==> src/rtl/parity_frame_pkg.sv <==
// Shared types and line levels for the parity frame transmitter.
package parity_frame_pkg;

    typedef enum logic [2:0] {
        StIdle,
        StStart,
        StData,
        StParity,
        StStop
    } state_e;

    localparam logic LINE_IDLE = 1'b1;
    localparam logic START_BIT = 1'b0;
    localparam logic STOP_BIT  = 1'b1;

endpackage

==> src/rtl/bit_timer.sv <==
// Serial bit timer: counts 0..CLKS_PER_BIT-1 and flags the last cycle of each bit.
module bit_timer #(
    parameter int unsigned CLKS_PER_BIT = 4
) (
    input  logic clk,
    input  logic rst_n,
    input  logic clear,
    output logic bit_end
);

    localparam int unsigned CW = (CLKS_PER_BIT > 1) ? $clog2(CLKS_PER_BIT) : 1;

    logic [CW-1:0] count_q, count_d;

    assign bit_end = (count_q == CW'(CLKS_PER_BIT - 1));

    always_comb begin
        count_d = count_q + 1'b1;
        if (clear || bit_end) begin
            count_d = '0;
        end
    end

    always_ff @(posedge clk or negedge rst_n) begin
        if (!rst_n) begin
            count_q <= '0;
        end else begin
            count_q <= count_d;
        end
    end

endmodule

==> src/rtl/parity_frame_tx.sv <==
// Frames a data word plus its upstream parity bit as start, data (LSB first),
// parity and stop bits on a single serial line.
module parity_frame_tx
    import parity_frame_pkg::*;
#(
    parameter int unsigned WIDTH        = 10,
    parameter int unsigned CLKS_PER_BIT = 4
) (
    input  logic             clk,
    input  logic             rst_n,
    input  logic [WIDTH-1:0] data_in,
    input  logic             parity_in,
    input  logic             in_valid,
    output logic             in_ready,
    output logic             tx_out,
    output logic             busy,
    output logic             frame_done
);

    localparam int unsigned IDX_W = (WIDTH > 1) ? $clog2(WIDTH) : 1;

    state_e             state_q, state_d;
    logic [WIDTH-1:0]   shift_q, shift_d;
    logic               parity_q, parity_d;
    logic [IDX_W-1:0]   idx_q, idx_d;
    logic               tx_q, tx_d;
    logic               busy_q;
    logic               bit_end;
    logic               timer_clear;

    bit_timer #(
        .CLKS_PER_BIT(CLKS_PER_BIT)
    ) u_bit_timer (
        .clk    (clk),
        .rst_n  (rst_n),
        .clear  (timer_clear),
        .bit_end(bit_end)
    );

    always_comb begin
        state_d     = state_q;
        shift_d     = shift_q;
        parity_d    = parity_q;
        idx_d       = idx_q;
        timer_clear = 1'b0;
        unique case (state_q)
            StIdle: begin
                // Holding the timer at 0 in idle makes the start bit full length.
                timer_clear = 1'b1;
                if (in_valid) begin
                    shift_d  = data_in;
                    parity_d = parity_in;
                    idx_d    = '0;
                    state_d  = StStart;
                end
            end
            StStart: begin
                if (bit_end) state_d = StData;
            end
            StData: begin
                if (bit_end) begin
                    shift_d = shift_q >> 1;
                    idx_d   = idx_q + 1'b1;
                    if (idx_q == IDX_W'(WIDTH - 1)) state_d = StParity;
                end
            end
            StParity: begin
                if (bit_end) state_d = StStop;
            end
            StStop: begin
                if (bit_end) state_d = StIdle;
            end
            default: state_d = StIdle;
        endcase
    end

    // Line level is computed from the next state so tx_out is a plain flop.
    always_comb begin
        tx_d = LINE_IDLE;
        unique case (state_d)
            StStart:  tx_d = START_BIT;
            StData:   tx_d = shift_d[0];
            StParity: tx_d = parity_d;
            StStop:   tx_d = STOP_BIT;
            default:  tx_d = LINE_IDLE;
        endcase
    end

    always_ff @(posedge clk or negedge rst_n) begin
        if (!rst_n) begin
            state_q  <= StIdle;
            shift_q  <= '0;
            parity_q <= 1'b0;
            idx_q    <= '0;
            tx_q     <= LINE_IDLE;
            busy_q   <= 1'b0;
        end else begin
            state_q  <= state_d;
            shift_q  <= shift_d;
            parity_q <= parity_d;
            idx_q    <= idx_d;
            tx_q     <= tx_d;
            busy_q   <= (state_d != StIdle);
        end
    end

    assign in_ready   = (state_q == StIdle);
    assign tx_out     = tx_q;
    assign busy       = busy_q;
    // Decoded only from flops (state and timer count), never from the inputs.
    assign frame_done = (state_q == StStop) && bit_end;

endmodule

==> config.mk <==
export PLATFORM = sky130hd
export DESIGN_NAME = parity_frame_tx
export DESIGN_NICKNAME = d
export VERILOG_FILES = /design/src/rtl/parity_frame_pkg.sv /design/src/rtl/bit_timer.sv /design/src/rtl/parity_frame_tx.sv
export SDC_FILE = /design/constraint.sdc
export NUM_CORES = 1
export LEC_CHECK = 0
export ABC_AREA = 1
export CORE_ASPECT_RATIO = 1.1
export CORE_MARGIN = 10
export CORE_UTILIZATION = 50
export DETAILED_ROUTE_END_ITERATION = 10
export MAX_ROUTING_LAYER = met4
export PLACE_DENSITY = 0.72
export SYNTH_ARGS = -nofsm -noshare
export SYNTH_HDL_FRONTEND = slang
export SYNTH_HIERARCHICAL = 1
export SYNTH_SLANG_ARGS = --single-unit
==> constraint.sdc <==
create_clock -name clk -period 3.6 [get_ports clk]
set_clock_uncertainty 0.2 [all_clocks]
set_input_delay 0.72 -clock clk [delete_from_list [all_inputs] [get_ports clk]]
set_output_delay 0.72 -clock clk [all_outputs]
set_load 0.01 [all_outputs]
# ---- Yosys cells after proc, flatten, opt, wreduce, memory -nomap -nowiden
# Cells that the tools add are included.
dict set report totals {
  input_bits 14
  n_memories 0
  latch_bits 0
  out_inout_bits 4
  rom_bits 0
  wordCells 45
  register_bits 22
  mem_bits_rw 0
}
dict set report op_classes {
  mul 0
  n_bitwise 0
  add_sub_neg 2
  shift 0
  reduce_logical 6
  muxes 18
  magnitude_cmp 0
  eq_ne 11
  n_div 0
}
# cell count
set ops {}
lappend ops {{2-to-1 mux 10 bit} 2}
lappend ops {{case mux 10 bit (2 select lines)} 1}
lappend ops {{2-to-1 mux 3 bit} 6}
lappend ops {{case mux 3 bit (5 select lines)} 1}
lappend ops {{== test 3 x 2 -> 1 bit (second input constant)} 4}
lappend ops {{2-to-1 mux 4 bit} 2}
lappend ops {{case mux 4 bit (2 select lines)} 1}
lappend ops {{== test 3 x 1 -> 1 bit (second input constant)} 2}
lappend ops {{adder 4 x 1 -> 4 bit (second input constant)} 1}
lappend ops {{== test 4 bit (second input constant)} 1}
lappend ops {{inequality test 2 bit (second input constant)} 2}
lappend ops {{== test 3 bit (second input constant)} 1}
lappend ops {{logical NOT 3 bit} 1}
lappend ops {{2-to-1 mux 1 bit} 3}
lappend ops {{case mux 1 bit (3 select lines)} 1}
lappend ops {{AND reduction 3 bit} 1}
lappend ops {{nonzero test 3 bit} 1}
lappend ops {{adder 2 x 1 -> 2 bit (second input constant)} 1}
lappend ops {{== test 2 bit (second input constant)} 1}
lappend ops {{2-to-1 mux 2 bit} 1}
lappend ops {{nonzero test 2 bit} 1}
lappend ops {{logical AND 1 bit} 1}
lappend ops {{logical OR 1 bit} 1}

# ---- Logic depth before layout (Yosys ltp)
# Gate-level depths: netlist of the first run.
dict set report depth {
  depth_word 6
  depth_mapped 8
  mapped_depth_nobuf 8
}

# ---- By module
# Netlist of the first run, hierarchy kept.
# module instances seq_area_each_um2 cells_per_inst area_each_um2
set by_module_without_submodules {}
lappend by_module_without_submodules {parity_frame_tx 1 501.7 123 1108.6}
lappend by_module_without_submodules {bit_timer 1 50.0 9 85.1}

# ---- Least setup slack after synthesis of the first run
# Ideal clock, no wire load.
dict set report synth_timing {
  path_kind {flip-flop to output port}
  from {register u_bit_timer.count_q[0]}
  to {output frame_done}
  stages_incl_launch_ff 4
  setup_slack_ns 1.637
  n_path_buf 0
  arrival_time_ns 1.043
  required_ns 2.680
  cell_sequence {dfrtp_1 -> ha_1 -> inv_2 -> nor4_1}
}
dict set report synth_between {
  elab_chain_len 2
}
# item line_no
set synth_rtl {}
lappend synth_rtl {{from (decl)} bit_timer.sv:13} ;# logic [CW-1:0] count_q, count_d;
lappend synth_rtl {{from (signal assigned)} bit_timer.sv:28} ;# count_q <= count_d;
lappend synth_rtl {{== test 2 bit} bit_timer.sv:15} ;# assign bit_end = (count_q == CW'(CLKS_PER_BIT - 1));
lappend synth_rtl {{named net bit_end} parity_frame_tx.sv:28} ;# logic bit_end;
lappend synth_rtl {{logical AND 1 bit} parity_frame_tx.sv:111} ;# assign frame_done = (state_q == StStop) && bit_end;
lappend synth_rtl {{to (decl)} parity_frame_tx.sv:17} ;# output logic frame_done
# The timed path passes the listed nets, and every way through them passes these cells.

# ---- Worst setup path after layout of the first run
# Ends and elaborated chain as after synthesis.

==> flow_summary.yaml, run 1 <==
floorplan:
  rows: 18
  die-area_sq_mm: 0.00474
  die_w_um: 66.6
  die_h_um: 71.2
  start_util_pct: 52.5
  coreArea_sq_mm: 0.00227
  ios: 18
sta:
  report.final.slew_viol_count: 0
  worst_pin_slew_ns: 0.954
  setup_tns_ns: 0
  period_share_pct: 83.1
  final-setup-viol-count: 0
  max_freq_mhz: 334
  hold_ws_ns: 0.249
  rsz0062_at_grt: "false"
  fin_crit_ns: 2.99
  finalHoldViolCount: 0
  slew-limit-headroom_pct: 36.2
global_routing:
  globalRouteTotalUtil_pct: 11.7
  antenna_found_initial: 0
  grt_pass1_wl_um: 4330
  grt_max_degree: 23
  grt_overflow: 0
  grt_pass1_vias: 926
placed_design:
  post_dp_cell_area_sq_mm: 0.00135
  dp_cells: 174
  io_buffers: 17
  gp_congestion: 0.786
  hpwl_um: 1820
synth:
  synth_area_sq_mm: 0.00119
  synthesis.instances: 132
  yosysWarningCount: 6
  ys_seq_area_share_pct: 46.2
  syn_nets: 149
  syn_avg_cell_area_sq_um: 9.04
  ys_ff_latch: 22
  ys_types: 22
finish:
  multi_input_area_sq_um: 495
  mostFrequentLayoutCell: "dfrtp_1"
  stdcell_area_sq_mm: 0.00140
  area_delta_synth_final_pct: 17.4
  seq_area_sq_um: 552
  drive_gt1_share_pct: 18.2
  nFillCells: 201
  layout_common_cells: "dfrtp_1, inv_1, nand2_1, clkdlybuf4s50_1, nand3_1"
  final_nets: 166
  final_cells: 178
  antenna_cells: 0
worst_setup_path:
  cp_num_buf_inv: 2
  crit_path_top_delay_cell: "clkdlybuf4s50_1"
  worst_setup_path_start_kind: "register"
  cp.depth: 4
  cpLargestDelayFamily: "buffers and inverters"
  cp_cell_sequence: "ha_1 -> inv_2 -> nor4_1 -> clkdlybuf4s50_1"
  crit_required_ns: 2.68
  cp_max_fo: 7
  crit_arrival_ns: 2.07
  max_stage_delay_ns: 0.64
  crit_path_end_kind: "primary output"
  crit_type: "register to primary output"
  rr_worst_depth: 4
min_path:
  hold-path-cell-count: 1
  min_path_type: "register to register"
power_and_ir_drop:
  p_per_area_mw_per_mm2: 361
  vdd_drop_max_v: 0.000284
  power.leakage_nw: 0.629
  power_w: 0.000506
clocking:
  ctsHoldBuffers: 0
  clk_path_buf_depth: 2
  clk_latency_ns: 0.30
  cts_root_buffer: "clkbuf_4"
  cts_tree: "yes"
  cts_resized: 0
  clock_sinks: 22
  cts.reportedPaths.clkPinSlew_ns: 0.12
  post_cts_buffers: 0
  htreeDepth: 1
  cts_made_buffers: 3
run_status:
  status: "finished, final reports clean"
route:
  finalWirelength_um: 2480
  drcViolationCount: 0
  wl_per_cell_um: 13.9
  drt_first_pass_iters: 4
  ant_nets: 0
  vias: 939
  viasPerCell: 5.28
  drt_iter0_markers: 75
flow_run:
  cap_violations: 0
## flip-flops by register name (all words and copies together), names as in the netlist
| name | flops |
|---|---|
| busy | 1 |
| idx_q | 4 |
| parity_q | 1 |
| shift_q | 10 |
| state_q | 3 |
| tx_out | 1 |
| u_bit_timer/count_q | 2 |
## area by class of cell
class,instances,area share (%)
sequential,22,39.4
multi-input combinational,81,35.4
clock inverter,1,2.14
clock buffer,3,1.61
tap,30,2.68
timing repair buffer,18,12.7
inverter,23,6.16
## cell families (layout without fill, tap and decap cells)
group                      Yosys count  count (layout)  share of synthesized area, %
DFF                                 22              22                          46.2
and+or+nand+nor                     55              55                          25.7
AOI/OAI and AO/OA                   23              23                          12.7
adders and majority gates            3               3                          3.14
buffers and inverters               29              45                          12.3
## worst register-to-register path, stage by stage (launching register included)
cell	delay, ns
dfrtp_1	0.38
ha_1	0.33
nand3_2	0.29
nand2_1	0.42
o221ai_1	0.18
## per-layer routing
layer	GRT usage (%)	routed length, um	share of wire, %	up-vias
li1	-	-	-	466
met1	15.0	1070	43	435
met2	17.2	1210	49	32
met3	2.49	148	6.0	6
met4	4.90	53	2.1	0
met5	-	0	0	-
## where the power goes
group / switching [W] / leakage [nW] / internal [W] / total [W]
Clock: 0.0000721 / 0.0279 / 0.000113 / 0.000185
Sequential: 0.00000504 / 0.281 / 0.000257 / 0.000262
Combinational: 0.0000309 / 0.320 / 0.0000285 / 0.0000594
Total: 0.000108 / 0.629 / 0.000398 / 0.000506
## final timing paths
check	startpoint	endpoint	slack, ns
worst min-delay path	u_bit_timer/count_q[0]$_DFF_PN0_	u_bit_timer/count_q[0]$_DFF_PN0_	0.25
worst max-delay path	u_bit_timer/count_q[0]$_DFF_PN0_	frame_done	0.61
worst max register to register	u_bit_timer/count_q[0]$_DFF_PN0_	shift_q[6]$_DFFE_PN0P_	1.66
max in group asynchronous	rst_n	idx_q[2]$_DFFE_PN0P_	1.89
min in group asynchronous	rst_n	shift_q[1]$_DFFE_PN0P_	0.73
worst min register to register	u_bit_timer/count_q[0]$_DFF_PN0_	u_bit_timer/count_q[0]$_DFF_PN0_	0.25
## through the flow
stage,utilization (%),setup WS [ns]
final,61.6,0.607
after floorplan,-,1.64
after global routing,61.6,0.554
after global placement,59.3,1.10
after detailed placement,59.3,1.01
after CTS,61.6,0.641
## synth_stat cells
cell      count  area share (%)
o211ai_1      1            0.63
nor3_1        1            0.42
dfrtp_1      21              44
inv_1        20             6.3
o21ai_0       8             3.4
a21oi_1       4             1.7
nand2_2       4             2.1
nand3_2       5             4.2
buf_4         2             1.3
nand2_1      17             5.3
nand3_1      14             5.9
dfstp_2       1             2.2
nor2_2        3             1.6
inv_2         3            0.94
nor2_4        4             3.8
nor4_1        1            0.52
o21ai_2       2             1.5
buf_6         4             3.8
o221ai_1      7             5.1
nor2_1        6             1.9
ha_1          3             3.1
o21ai_1       1            0.42
(Power assumes the default switching activity.)
==> inputs of run 2 (changes only) <==
--- a/config.mk
+++ b/config.mk
@@ -8,10 +8,10 @@
 export ABC_AREA = 1
 export CORE_ASPECT_RATIO = 1.1
 export CORE_MARGIN = 10
-export CORE_UTILIZATION = 50
+export CORE_UTILIZATION = 47
 export DETAILED_ROUTE_END_ITERATION = 10
 export MAX_ROUTING_LAYER = met4
-export PLACE_DENSITY = 0.72
+export PLACE_DENSITY = 0.71
 export SYNTH_ARGS = -nofsm -noshare
 export SYNTH_HDL_FRONTEND = slang
 export SYNTH_HIERARCHICAL = 1
==> constraint.sdc (replaced) <==
create_clock -name clk -period 2.75 [get_ports clk]
set_clock_uncertainty 0.2 [all_clocks]
set_input_delay 0.55 -clock clk [delete_from_list [all_inputs] [get_ports clk]]
set_output_delay 0.55 -clock clk [all_outputs]
set_load 0.01 [all_outputs]
==> run 2 against run 1 <==
Against the previous run: clock power increased by 34%; sequential share of layout area decreased by 0.45 points; design area increased by 1.2%; hold slack got worse by 0.0068 ns.
==> flow_summary.yaml, run 2 (synthesis gave the netlist of run 1 again) <==
power_and_ir_drop:
  swShare_pct: 21.9
  power_frac_seq_pct: 51.2
  p_int_w: 0.000523
  clkPwrFrac_pct: 36.8
  p_per_area_mw_per_mm2: 472
  power_w: 0.000670
  switching_power_w: 0.000147
  power.leakage_nw: 0.638
  vdd_drop_max_v: 0.000347
  p_comb_share_pct: 12.0
worst_setup_path:
  max_stage_delay_ns: 0.58
  worst_setup_path_start_kind: "register"
  r2r_end: "shift_q[5]$_DFFE_PN0P_"
  crit_arrival_ns: 1.84
  crit_type: "register to primary output"
  crit_required_ns: 2.00
  cp_cell_sequence: "ha_1 -> inv_2 -> nor4_1 -> clkdlybuf4s50_1"
  crit_path_end_kind: "primary output"
  crit_path_top_delay_cell: "clkdlybuf4s50_1"
  cp_max_fo: 7
  rr_worst_depth: 4
  worstReg2RegStart: "u_bit_timer/count_q[0]$_DFF_PN0_"
  cpLargestDelayFamily: "buffers and inverters"
  cp_num_buf_inv: 2
  r2r_slack_ns: 0.90
floorplan:
  rows: 19
  ios: 18
  die_w_um: 68.1
  start_util_pct: 48.3
  die_h_um: 72.9
  coreArea_sq_mm: 0.00247
  die-area_sq_mm: 0.00496
clocking:
  cts_made_buffers: 3
  htreeDepth: 1
  clk_path_buf_depth: 2
  cts_tree: "yes"
  ctsHoldBuffers: 0
  cts_root_buffer: "clkbuf_4"
  cts.reportedPaths.clkPinSlew_ns: 0.13
  post_cts_buffers: 0
  clock_sinks: 22
  clk_latency_ns: 0.31
  cts_resized: 0
sta:
  slew-limit-headroom_pct: 75.0
  rsz0062_at_grt: "false"
  worst_pin_slew_ns: 0.374
  fin_crit_ns: 2.59
  report.final.slew_viol_count: 0
  max_freq_mhz: 386
  period_share_pct: 94.2
  setup_tns_ns: 0
  finalHoldViolCount: 0
  final-setup-viol-count: 0
  hold_ws_ns: 0.242
route:
  ant_nets: 0
  drt_first_pass_iters: 4
  drcViolationCount: 0
  viasPerCell: 5.05
  drt_iter0_markers: 30
  finalWirelength_um: 2320
  vias: 914
  wl_per_cell_um: 12.8
placed_design:
  io_buffers: 17
  hpwl_um: 1840
  gp_congestion: 0.786
  post_dp_cell_area_sq_mm: 0.00137
finish:
  largest_reg_flops: 10
  final_nets: 168
  area_delta_synth_final_pct: 18.8
  max_flop_register: "shift_q"
  biggestRegsByFlops: "shift_q (10), idx_q (4), state_q (3)"
  layout_common_cells: "dfrtp_1, inv_1, nand2_1, clkdlybuf4s50_1, nand3_1"
  mostFrequentLayoutCell: "dfrtp_1"
  final_core_utilization_pct: 57.3
  nFillCells: 227
  drive_gt1_share_pct: 19.3
  stdcell_area_sq_mm: 0.00142
  antenna_cells: 0
global_routing:
  globalRouteTotalUtil_pct: 11.0
  grt_overflow: 0
  grt_pass1_vias: 941
  grt_pass1_wl_um: 4150
  antenna_found_initial: 0
  grt_max_degree: 23
flow_run:
  cap_violations: 0
min_path:
  hold_end: "u_bit_timer/count_q[0]$_DFF_PN0_"
  worstHoldStart: "u_bit_timer/count_q[0]$_DFF_PN0_"
  hold-path-cell-count: 1
  min_path_type: "register to register"
run_status:
  status: "finished, final reports clean"
-- run 2: cell count changes in the layout (fill, tap and decap cells not counted), sizes merged --
cell and change:
buf +2
-- run 2: cell type report --
cell class                 count  area (sq um)  share of cell area (%)
sequential                    22           552                    38.9
multi-input combinational     81           495                    35.0
timing repair buffer          20           193                    13.6
inverter                      23          86.3                    6.09
tap                           31          38.8                    2.74
clock inverter                 1          30.0                    2.12
clock buffer                   3          22.5                    1.59
-- run 2: per-layer routing --
metal / vias to the layer above / track usage [%] / share of wire, %
met5: - / - / 0
met4: 0 / 4.70 / 0.60
met3: 2 / 2.61 / 4.2
met2: 14 / 17.4 / 51
met1: 428 / 12.8 / 44
li1: 470 / - / -
-- run 2: worst max path at each step --
stage,from,to,slack [ns],cells past startpoint
finish,u_bit_timer/count_q[0]$_DFF_PN0_,frame_done,0.16,4
global route,u_bit_timer/count_q[0]$_DFF_PN0_,frame_done,0.01,4
CTS,u_bit_timer/count_q[0]$_DFF_PN0_,frame_done,0.14,4
detailed placement,u_bit_timer/count_q[0]$_DFF_PN0_,frame_done,0.51,4
global placement,u_bit_timer/count_q[0]$_DFF_PN0_,frame_done,0.54,4
floorplan,u_bit_timer/count_q[0]$_DFF_PN0_,frame_done,0.96,3
-- run 2: per-stage QoR --
stage | instances | worst slack (ns)
5_1_grt | 181 | 0.0136
3_5_place_dp | 177 | 0.506
4_1_cts | 181 | 0.144
2_1_floorplan | 132 | 0.957
3_3_place_gp | 177 | 0.537
6_report | 181 | 0.159
-- run 2: power groups by stage --
stage	registers (W)	clock network (W)	logic (W)
final	0.000343	0.000247	0.0000802
after global routing	0.000344	0.000268	0.0000913
after CTS	0.000343	0.000253	0.0000819
after detailed placement	0.000349	0	0.0000816
after global placement	0.000349	0	0.0000790
after floorplan	0.000347	0	0.0000452
-- run 2: worst register-to-register path, cell delays in order, from the launching register on --
cell	delay, ns
dfrtp_1	0.38
ha_1	0.30
nand3_2	0.28
nand2_1	0.40
o221ai_1	0.17
==> inputs of run 3 (changes only) <==
--- a/config.mk
+++ b/config.mk
@@ -12,6 +12,7 @@
 export DETAILED_ROUTE_END_ITERATION = 10
 export MAX_ROUTING_LAYER = met4
 export PLACE_DENSITY = 0.71
+export SKIP_LAST_GASP = 1
 export SYNTH_ARGS = -nofsm -noshare
 export SYNTH_HDL_FRONTEND = slang
 export SYNTH_HIERARCHICAL = 1
==> results of run 3 <==
Same layout as run 2: the final DEF is identical, and so are final timing and power.
